$ cat config.mk
export PLATFORM = sky130hd
export DESIGN_NAME = matrix_feeder
export DESIGN_NICKNAME = d
export VERILOG_FILES = /design/src/rtl/matrix_pkg.sv /design/src/rtl/matrix_regfile.sv /design/src/rtl/matrix_feeder.sv
export SDC_FILE = /design/constraint.sdc
export NUM_CORES = 1
export LEC_CHECK = 0
export ABC_AREA = 1
export ABC_CLOCK_PERIOD_IN_PS = 2400
export CAP_MARGIN = 5
export CORE_UTILIZATION = 34
export CTS_CLUSTER_DIAMETER = 150
export CTS_CLUSTER_SIZE = 28
export DETAILED_ROUTE_END_ITERATION = 12
export PLACE_DENSITY_LB_ADDON = 0.12
export SLEW_MARGIN = 15
export SYNTH_ARGS = -nofsm -noshare
export SYNTH_HDL_FRONTEND = slang
export SYNTH_HIERARCHICAL = 1
export SYNTH_SLANG_ARGS = --single-unit
$ cat constraint.sdc
create_clock -name CLK -period 2.4 [get_ports CLK]
set_clock_uncertainty 0.15 [all_clocks]
set_input_delay 0.48 -clock CLK [delete_from_list [all_inputs] [get_ports CLK]]
set_output_delay 0.48 -clock CLK [all_outputs]
set_load 0.02 [all_outputs]
$ cat src/rtl/matrix_pkg.sv
// Shared constants, FSM encoding and pair-order table for the 2x2 matrix operand feeder.
package matrix_pkg;

    localparam int DEF_DW        = 8;
    localparam int MAT_DIM       = 2;
    localparam int DEF_PHASE_LEN = 3;
    localparam int PAIR_CNT      = 8;

    typedef enum logic [1:0] {
        ST_IDLE = 2'd0,
        ST_KICK = 2'd1,
        ST_FEED = 2'd2,
        ST_FIN  = 2'd3
    } state_e;

    // Returns {x_index, y_index} for pair k; consecutive pairs sum to C00, C01, C10, C11.
    function automatic logic [3:0] pair_sel(input logic [2:0] k);
        logic [3:0] sel;
        case (k)
            3'd0:    sel = 4'b00_00;
            3'd1:    sel = 4'b01_10;
            3'd2:    sel = 4'b00_01;
            3'd3:    sel = 4'b01_11;
            3'd4:    sel = 4'b10_00;
            3'd5:    sel = 4'b11_10;
            3'd6:    sel = 4'b10_01;
            3'd7:    sel = 4'b11_11;
            default: sel = 4'b00_00;
        endcase
        return sel;
    endfunction

endpackage

$ cat src/rtl/matrix_regfile.sv
// Eight-entry operand store: X at addresses 0-3, Y at 4-7; one write port, two async read ports.
module matrix_regfile
    import matrix_pkg::*;
#(
    parameter int DW = DEF_DW
) (
    input  logic          clk_i,
    input  logic          rst_i,
    input  logic          we_i,
    input  logic [2:0]    waddr_i,
    input  logic [DW-1:0] wdata_i,
    input  logic [1:0]    x_idx_i,
    input  logic [1:0]    y_idx_i,
    output logic [DW-1:0] x_rd_o,
    output logic [DW-1:0] y_rd_o
);

    logic [DW-1:0] mem_q [PAIR_CNT];

    // Element storage with synchronous clear
    always_ff @(posedge clk_i) begin
        if (rst_i) begin
            for (int i = 0; i < PAIR_CNT; i++) begin
                mem_q[i] <= '0;
            end
        end else if (we_i) begin
            mem_q[waddr_i] <= wdata_i;
        end
    end

    assign x_rd_o = mem_q[{1'b0, x_idx_i}];
    assign y_rd_o = mem_q[{1'b1, y_idx_i}];

endmodule

$ cat src/rtl/matrix_feeder.sv
// Streams the eight X*Y operand pairs of a 2x2 product to a 3-stage multiplier, each held PHASE_LEN cycles.
module matrix_feeder
    import matrix_pkg::*;
#(
    parameter int DW        = DEF_DW,
    parameter int PHASE_LEN = DEF_PHASE_LEN
) (
    input  logic          CLK,
    input  logic          RST,
    input  logic          LOAD_EN,
    input  logic          LOAD_SEL,
    input  logic [1:0]    LOAD_ADDR,
    input  logic [DW-1:0] LOAD_DATA,
    input  logic          GO,
    output logic          START,
    output logic [DW-1:0] A,
    output logic [DW-1:0] B,
    output logic          BUSY,
    output logic          DONE
);

    localparam int          CW         = (PHASE_LEN > 1) ? $clog2(PHASE_LEN) : 1;
    localparam logic [CW-1:0] PHASE_LAST = CW'(PHASE_LEN - 1);
    localparam logic [2:0]  IDX_LAST   = 3'(PAIR_CNT - 1);

    state_e        state_q, state_d;
    logic [CW-1:0] phase_q, phase_d;
    logic [2:0]    idx_q, idx_d;
    logic          start_q, busy_q, done_q;
    logic [DW-1:0] a_q, b_q;
    logic [3:0]    sel_s;
    logic [DW-1:0] x_rd_s, y_rd_s;
    logic          we_s;

    // Loads are accepted only while idle so a running stream never sees operands change.
    assign we_s  = LOAD_EN && (state_q == ST_IDLE);
    assign sel_s = pair_sel(idx_d);

    matrix_regfile #(.DW(DW)) u_regfile (
        .clk_i   (CLK),
        .rst_i   (RST),
        .we_i    (we_s),
        .waddr_i ({LOAD_SEL, LOAD_ADDR}),
        .wdata_i (LOAD_DATA),
        .x_idx_i (sel_s[3:2]),
        .y_idx_i (sel_s[1:0]),
        .x_rd_o  (x_rd_s),
        .y_rd_o  (y_rd_s)
    );

    // Next-state and pair/phase counter logic
    always_comb begin
        state_d = state_q;
        phase_d = '0;
        idx_d   = 3'd0;
        case (state_q)
            ST_IDLE: begin
                if (GO) begin
                    state_d = ST_KICK;
                end else begin
                    state_d = ST_IDLE;
                end
            end
            ST_KICK: state_d = ST_FEED;
            ST_FEED: begin
                if (phase_q == PHASE_LAST) begin
                    if (idx_q == IDX_LAST) begin
                        state_d = ST_FIN;
                    end else begin
                        idx_d = idx_q + 3'd1;
                    end
                end else begin
                    phase_d = phase_q + CW'(1);
                    idx_d   = idx_q;
                end
            end
            ST_FIN:  state_d = ST_IDLE;
            default: state_d = ST_IDLE;
        endcase
    end

    // State, counters and registered outputs, all derived from the next state
    always_ff @(posedge CLK) begin
        if (RST) begin
            state_q <= ST_IDLE;
            phase_q <= '0;
            idx_q   <= 3'd0;
            start_q <= 1'b0;
            busy_q  <= 1'b0;
            done_q  <= 1'b0;
            a_q     <= '0;
            b_q     <= '0;
        end else begin
            state_q <= state_d;
            phase_q <= phase_d;
            idx_q   <= idx_d;
            start_q <= (state_d == ST_KICK);
            busy_q  <= (state_d != ST_IDLE);
            done_q  <= (state_d == ST_FIN);
            a_q     <= (state_d == ST_FEED) ? x_rd_s : '0;
            b_q     <= (state_d == ST_FEED) ? y_rd_s : '0;
        end
    end

    assign START = start_q;
    assign BUSY  = busy_q;
    assign DONE  = done_q;
    assign A     = a_q;
    assign B     = b_q;

endmodule

**Word level (Yosys, flattened, before mapping)**

Memory sizes are Yosys's and may differ from the RTL's. A register that Yosys moved wholly into a read port is not among the register bits.
Index checks and enable logic that the tools add are counted.

- Add/sub/neg operators: 2
- Multiply operators: 0
- Div/mod/pow operators: 0
- Magnitude comparators: 0
- Eq/ne operators: 8
- Shift-type cells: 0
- Mux-type cells: 15
- Bitwise logic cells: 2
- Reductions and logical operators: 6

Operators with widths:

| cell | count |
|---|---|
| $mux 3 | 4 |
| $eq 2x2->1 const B | 5 |
| $mux 8 | 1 |
| $pmux 2 s4 | 1 |
| $reduce_or 8->1 | 1 |
| $mux 1 | 7 |
| $eq 2x1->1 const B | 2 |
| $mux 2 | 2 |
| $add 3x1->3 const B | 1 |
| $eq 3x3->1 const B | 1 |
| $reduce_or 3->1 | 1 |
| $add 2x1->2 const B | 1 |
| $logic_not 2->1 | 1 |
| $not 1->1 | 2 |
| $reduce_bool 2->1 | 1 |
| $reduce_or 2->1 | 1 |
| $logic_and 1x1->1 | 1 |

- Flip-flop bits (word level): 10
- Bits in latches: 0
- RAM bits: 64
- ROM bits: 32
- Bits of input ports: 15
- Output and inout bits: 19
- Logic and storage cells: 41
- Memories kept: 2

Memory list:

| name | words | width | read ports | clocked after Yosys merged registers in | write ports | RTL line | text |
|---|---|---|---|---|---|---|---|
| u_regfile.mem_q | 8 | 8 | 2 | 2 | 8 | matrix_regfile.sv:18 | `logic [DW-1:0] mem_q [PAIR_CNT];` |
| (no name shown) | 8 | 4 | 1 | 0 | 0 | matrix_pkg.sv:19 | `case (k)` |

**Depth between registers and ports, before layout**

Gate-level depths: netlist of run 1.

- Depth in word-level cells: 7
- Depth in mapped cells: 15
- Mapped depth without buffers: 13

**By module**

The synthesis of run 1 kept the hierarchy.

By module, submodules not included:

| module | times used | cells each | area an instance (µm²) | sequential area each (µm²) |
|---|---|---|---|---|
| matrix_regfile | 1 | 354 | 3221.8 | 1921.8 |
| matrix_feeder | 1 | 106 | 949.7 | 520.5 |

**Worst setup path after synthesis of run 1**

No wires, ideal clock.

- Kind: reg2reg
- Start: register state_q[0]
- End: memory u_regfile/mem_q[1][0] in the netlist's numbering, enable pin
- Setup time: 384 ps
- Data arrival time: 1496 ps
- Required time: 1866 ps
- Path slack: 370 ps
- Stages on the path, launching flop included: 7
- Buffers on the path: 0
- Clock period less this slack: 2030 ps
- Cell sequence: dfxtp_1 > inv_1 > ha_1 > nand2_1 > inv_1 > nand3_4 > o21ai_0

RTL lines:

| element | RTL line | text |
|---|---|---|
| from (decl) | matrix_feeder.sv:26 | `state_e state_q, state_d;` |
| from (signal assigned) | matrix_feeder.sv:94 | `state_q <= state_d;` |
| to (decl) | matrix_regfile.sv:18 |  |

**Final worst setup path of run 1**

- Start: register phase_q[0]
- End: register b_q[7] (netlist: B[7]) (read register of u_regfile.mem_q)

- Elaborated cells between the ends (all ways): 9
- Classes of those cells: eq/ne (2); mux (4); bitwise (1); reduce/logical (1); memory (1)

RTL lines:

| element | RTL line | text |
|---|---|---|
| from (decl) | matrix_feeder.sv:27 | `logic [CW-1:0] phase_q, phase_d;` |
| from (signal assigned) | matrix_feeder.sv:95 | `phase_q <= phase_d;` |
| $eq 2x2->1 | matrix_feeder.sv:66 | `if (phase_q == PHASE_LAST) begin` |
| $mux 3 | matrix_feeder.sv:66 |  |
| $mux 3 | matrix_feeder.sv:56 | `case (state_q)` |
| via idx_d[1] | matrix_feeder.sv:28 | `logic [2:0] idx_q, idx_d;` |
| $mem_v2 8x4 | -- |  |
| to (decl) | matrix_feeder.sv:30 | `logic [DW-1:0] a_q, b_q;` |

The timed path passes the listed nets, and every way through them passes these cells.
A chain may end at the register's enable or synchronous reset.

==> flow_summary.ini, run 1 <==
[power_and_ir_drop]
irDropWorstVdd_mv = 0.283
power_per_cell_area_nw_per_um2 = 685
p_leak_nw = 2.17

[placement]
io_buffer_count = 33
place_congestion = 0.752
hpwl_um = 6260

[clock_tree]
postCtsSetupBuffers = 0
post_cts_resized = 0
total_cts_buffers = 9
htree_levels = 3
post_cts_hold_buffer_count = 0
clock-sinks = 90
clk_pin_slew_ps = 60
clock_path_buffers = 2
tritoncts = built
clkLatencyLatePin_ps = 340
clk_root_buffer_cell = clkbuf_16

[layout]
num-nets-final = 530
multi_input_comb_area_um2 = 1210
n_antenna_cell = 0
drive_gt1_share_pct = 11.1
fillerInstances = 1203
flow.area_growth_from_synthesis_pct = 20.4
sequential_cell_area_um2 = 2440

[timing]
hold_violations = 0
worst-slew-pin-transition_ps = 498
grt_setup_unrepaired = no
whs_ps = 265
fin_crit_ps = 2090
final_max_slew_viol_count = 0
fmaxAchievable_ghz = 0.478
report.final.setup_viol = 0
setup_total_negative_slack_ps = 0
timing.final.crit_share_pct = 87.1
max-slew-margin-rel_pct = 66.7

[grt]
globalRouteTotalUtil_pct = 15.8
grt_first_pass_wirelength_um = 15000
antenna_violations_before_repair = 0
grt_overflow_total = 0
grt_start_max_net_pins = 17
vias_in_the_first_global_route = 2881

[setup_path]
worst_setup_path_start_kind = flop
criticalPathCategory = flop to flop
crit_path_end_kind = flop
setup.reg_to_reg.worst_slack_ps = 310
maximum_fanout_count_along_the_critical_path = 16
cp.arrival_ps = 2170
data_required_time_at_the_worst_endpoint_ps = 2480

[logic_synthesis]
netlist_area_um2 = 4170
postSynth.asyncResetShare_pct = 0
syn_area_per_cell_um2 = 9.07
synth-edff-count = 64
synthesis.nets = 481
seq_cells_post_synth = 90
synth_warnings = 6
synth.distinct_cells = 20
synth.largest_area_cell = edfxtp_1
synth.yosys.seq_area_share_pct = 58.5
synth_top_cell_area_share_pct = 46.1
dominantRegCellSynth = edfxtp_1
synthTopCellsByArea = edfxtp_1 (46%), dfxtp_1 (12%), inv_1 (9.6%), nand2_1 (8.2%), nor3_1 (5.9%)
synthesis.instances = 460

[die]
die-height_um = 113
core.rowCount = 40
io-pin-count = 34
die_w_um = 113
floorplan.initialDensity_pct = 34.9
coreArea_um2 = 12000
floorplan.die_area_um2 = 12700

[detailed_routing]
drt-initial-drc-count = 87
drc = 0
detail-route-antenna-nets = 0
wl_um = 9010
drt_first_pass_iters = 4
vias = 2916
mean_routed_wirelength_per_cell_um = 13.6
routed_via_density = 4.41

[run]
cap_viol_max_count = 0

[outcome]
outcome = complete, no violations

[min_path]
hold_class = flop to flop
## synthesized netlist by cell type, types with 4 or more instances
| library cell | count |
|---|---|
| nand2_2 | 5 |
| buf_6 | 4 |
| edfxtp_1 | 64 |
| nand3_4 | 4 |
| buf_2 | 6 |
| dfxtp_1 | 26 |
| ha_1 | 6 |
| nor2_2 | 10 |
| nand2_1 | 91 |
| nor2_1 | 38 |
| nand3_1 | 33 |
| o21ai_0 | 8 |
| nor3_1 | 49 |
| inv_1 | 107 |
## routing by layer
metal  share of wire, %  GRT usage (%)  vias to the layer above
met5                  0              0                        -
met4                1.6           7.47                        0
met3                3.7           2.62                        9
met1                 51           22.1                     1326
met2                 44           24.0                       51
li1                   -              -                     1530
## critical path, cell delays in order (launching register included)
cell and delay, ps:
dfxtp_1 310, inv_1 50, ha_1 220, inv_1 110, o21ai_0 260, nor2_1 120
inv_1 370, nand2_1 100, nand3_1 130, nand2_1 70, inv_1 60, nor2_2 30
## cells by family after synthesis
logic type / after synthesis / share of synthesized area, %
and+or+nand+nor: 233 / 26.2
buffers and inverters: 123 / 12.5
adders and majority gates: 6 / 1.80
AOI/OAI and AO/OA: 8 / 0.960
DFF: 90 / 58.5
## layout by cell type (no fill, tap or decap), drive strengths merged
cell type / count
nand2: 96
clkbuf: 15
buf: 20
dfxtp: 26
nor3: 50
inv: 108
clkdlybuf4s50: 33
nor2: 50
edfxtp: 64
nand3: 37
o21ai: 8
ha: 6
clkinv: 1
## registers in the layout (all words and copies together), names as in the netlist
signal,count
state_q,2
DONE,1
phase_q,2
A,8
idx_q,3
BUSY,1
u_regfile/mem_q,64
B,8
START,1
## worst paths after layout
kind                            depth (start not counted)    endpoint        from
worst max-delay path                                   11        B[7]  phase_q[0]
worst min-delay path                                    1  phase_q[0]  phase_q[0]
worst max register to register                         11        B[7]  phase_q[0]
worst min register to register                          1  phase_q[0]  phase_q[0]
## final cells by class
cell class	count	area share (%)
Tap cell	147	3.66
Clock inverter	1	0.0997
Clock buffer	15	5.95
Sequential cell	90	48.6
Multi-Input combinational cell	247	24.0
Timing Repair Buffer	53	9.57
Inverter	108	8.07
## through the flow
stage	power (mW)	area, um^2	setup slack [ps]	std cells	util [%]
final	3.44	5020	309	661	42.0
after global routing	3.58	5020	86.3	661	42.0
after CTS	3.49	5020	293	661	42.0
after detailed placement	2.07	4720	152	645	39.4
after global placement	2.07	4720	184	645	39.4
after floorplan	1.95	4170	370	460	-
## power by group
group	switching [mW]	internal, mW
clock network	0.554	0.849
logic	0.193	0.102
registers	0.0174	1.73
total	0.765	2.68
(Power assumes the default switching activity.)
==> run 2: changes to the inputs <==
Settings changed: PLACE_DENSITY_LB_ADDON 0.12 to not set, REMOVE_ABC_BUFFERS set to 1.
==> run 2 against run 1 <==
  * Critical path depth up 2
  * Register-to-register slack worse by 70 ps
  * Via count rose by 2.4%
  * Combinational power decreased by 1%
  * Worst setup slack worse by 75 ps
==> flow_summary.ini, run 2 (synthesized netlist as in run 1, its figures left out) <==
[setup_path]
cp.arrival_ps = 2280
worst_setup_path_start_kind = flop
critPathTopFamily = simple AND/OR/NAND/NOR gates
criticalPathCategory = flop to flop
critPathSlowestCell = dfxtp_1
ff2ff_path_depth = 13
data_required_time_at_the_worst_endpoint_ps = 2510
maximum_fanout_count_along_the_critical_path = 16
reg2reg_from = idx_q[0]
crit_path_end_kind = flop
setup.reg_to_reg.worst_slack_ps = 230
critical_path.n_buffers_inverters = 3
timing.critical_path.cells = ha_1 > ha_1 > nor2_1 > nor2_1 > nor2_1 > nand2_1 > inv_1 > inv_1 > nand2_1 > nand3_1 > nand2_1 > inv_1 > nor2_2
r2r_end = A[1]
slowest_delay_ps = 330

[timing]
hold_violations = 0
grt_setup_unrepaired = no
worst-slew-pin-transition_ps = 466
fmaxAchievable_ghz = 0.462
setup_total_negative_slack_ps = 0
timing.final.crit_share_pct = 90.2
report.final.setup_viol = 0
final_max_slew_viol_count = 0
fin_crit_ps = 2170
max-slew-margin-rel_pct = 68.9

[layout]
commonest_non_fill_non_tap_cell_in_the_layout = inv_1
fillerInstances = 1178
final_cell_mix = inv_1 (106), nand2_1 (91), edfxtp_1 (64)
flow.area_growth_from_synthesis_pct = 21.4
largest-register = u_regfile/mem_q
layout.cells.non_filler = 661
largest_register_ffs = 64
n_antenna_cell = 0
num-nets-final = 530
drive_gt1_share_pct = 11.3

[grt]
gr-usage-met1_pct = 20.2
globalRouteTotalUtil_pct = 15.3
grt_start_max_net_pins = 19
grt_first_pass_wirelength_um = 14700
grtUsageMet3_pct = 2.68
grt_overflow_total = 0
vias_in_the_first_global_route = 2956
grt_util_met2_pct = 25.0
antenna_violations_before_repair = 0
top_usage_layer = met2

[die]
die_w_um = 113
die-height_um = 113
core.rowCount = 40
io-pin-count = 34
floorplan.die_area_um2 = 12700
coreArea_um2 = 12000
floorplan.initialDensity_pct = 34.9

[placement]
io_buffer_count = 33
hpwl_um = 6390
inst_count_dp = 645
place_congestion = 0.806

[power_and_ir_drop]
pwr-share-clk_pct = 43.9
p_int_mw = 2.87
irDropWorstVdd_mv = 0.417
power_per_cell_area_nw_per_um2 = 717
p_sw_mw = 0.762
sequentialPowerShare_pct = 48.0
power.combinational.fraction_pct = 8.0
p_leak_nw = 2.19
switching_share_pct = 21.0

[detailed_routing]
routed_via_density = 4.52
drc = 0
detail-route-antenna-nets = 0
drt_first_pass_iters = 4
mean_routed_wirelength_per_cell_um = 13.6
wl_um = 9000
drt-initial-drc-count = 120
vias = 2986

[min_path]
hold_class = flop to flop
holdPathStages = 1
min_from = phase_q[0]
min_delay_worst_endpoint = phase_q[0]

[clock_tree]
clk_pin_slew_ps = 60
total_cts_buffers = 9
clock-sinks = 90
clk_root_buffer_cell = clkbuf_16
clock_path_buffers = 2
clkLatencyLatePin_ps = 330
tritoncts = built
post_cts_resized = 0
htree_levels = 3
postCtsSetupBuffers = 0
post_cts_hold_buffer_count = 0

[run]
cap_viol_max_count = 0

[outcome]
outcome = complete, no violations
-- run 2: layer usage --
layer,vias to the layer above,routed length [um],part of all wire [%]
li1,1526,-,-
met1,1381,4040,45
met2,73,4370,49
met3,6,502,5.6
met4,0,78,0.87
met5,-,0,0
-- run 2: power groups by stage --
stage                     combinational, mW  sequential, mW  clock [mW]
after CTS                             0.296            1.74        1.64
after global routing                  0.325            1.75        1.69
after detailed placement              0.295            1.78           0
final                                 0.292            1.74        1.60
after global placement                0.290            1.78           0
after floorplan                       0.150            1.79           0
-- run 2: final cells by class --
class | count | area [um^2] | area share [%]
clock buffers | 11 | 243 | 4.79
clock inverters | 5 | 101 | 2.00
flip-flops and latches | 90 | 2440 | 48.2
multi-input cells | 247 | 1210 | 23.8
inverters | 108 | 405 | 8.01
well taps | 147 | 184 | 3.63
repair buffers | 53 | 480 | 9.49
-- run 2: worst max path at each step --
stage | to | start | cells after the start
2_1_floorplan | B[6] | phase_q[0] | 11
3_3_place_gp | u_regfile/mem_q[1][0] | RST | 5
3_5_place_dp | u_regfile/mem_q[1][0] | RST | 5
4_1_cts | A[1] | idx_q[0] | 13
5_1_grt | A[4] | idx_q[0] | 13
6_report | A[1] | idx_q[0] | 13
-- run 2: through the flow --
step	util (%)	hold slack (ps)	power [mW]	setup slack (ps)	instance area, um^2
3_5_place_dp	39.4	256	2.07	151	4720
4_1_cts	42.3	269	3.68	223	5060
2_1_floorplan	-	242	1.94	118	4050
5_1_grt	42.3	279	3.77	80.3	5060
6_report	42.3	265	3.63	234	5060
3_3_place_gp	39.4	249	2.07	176	4720
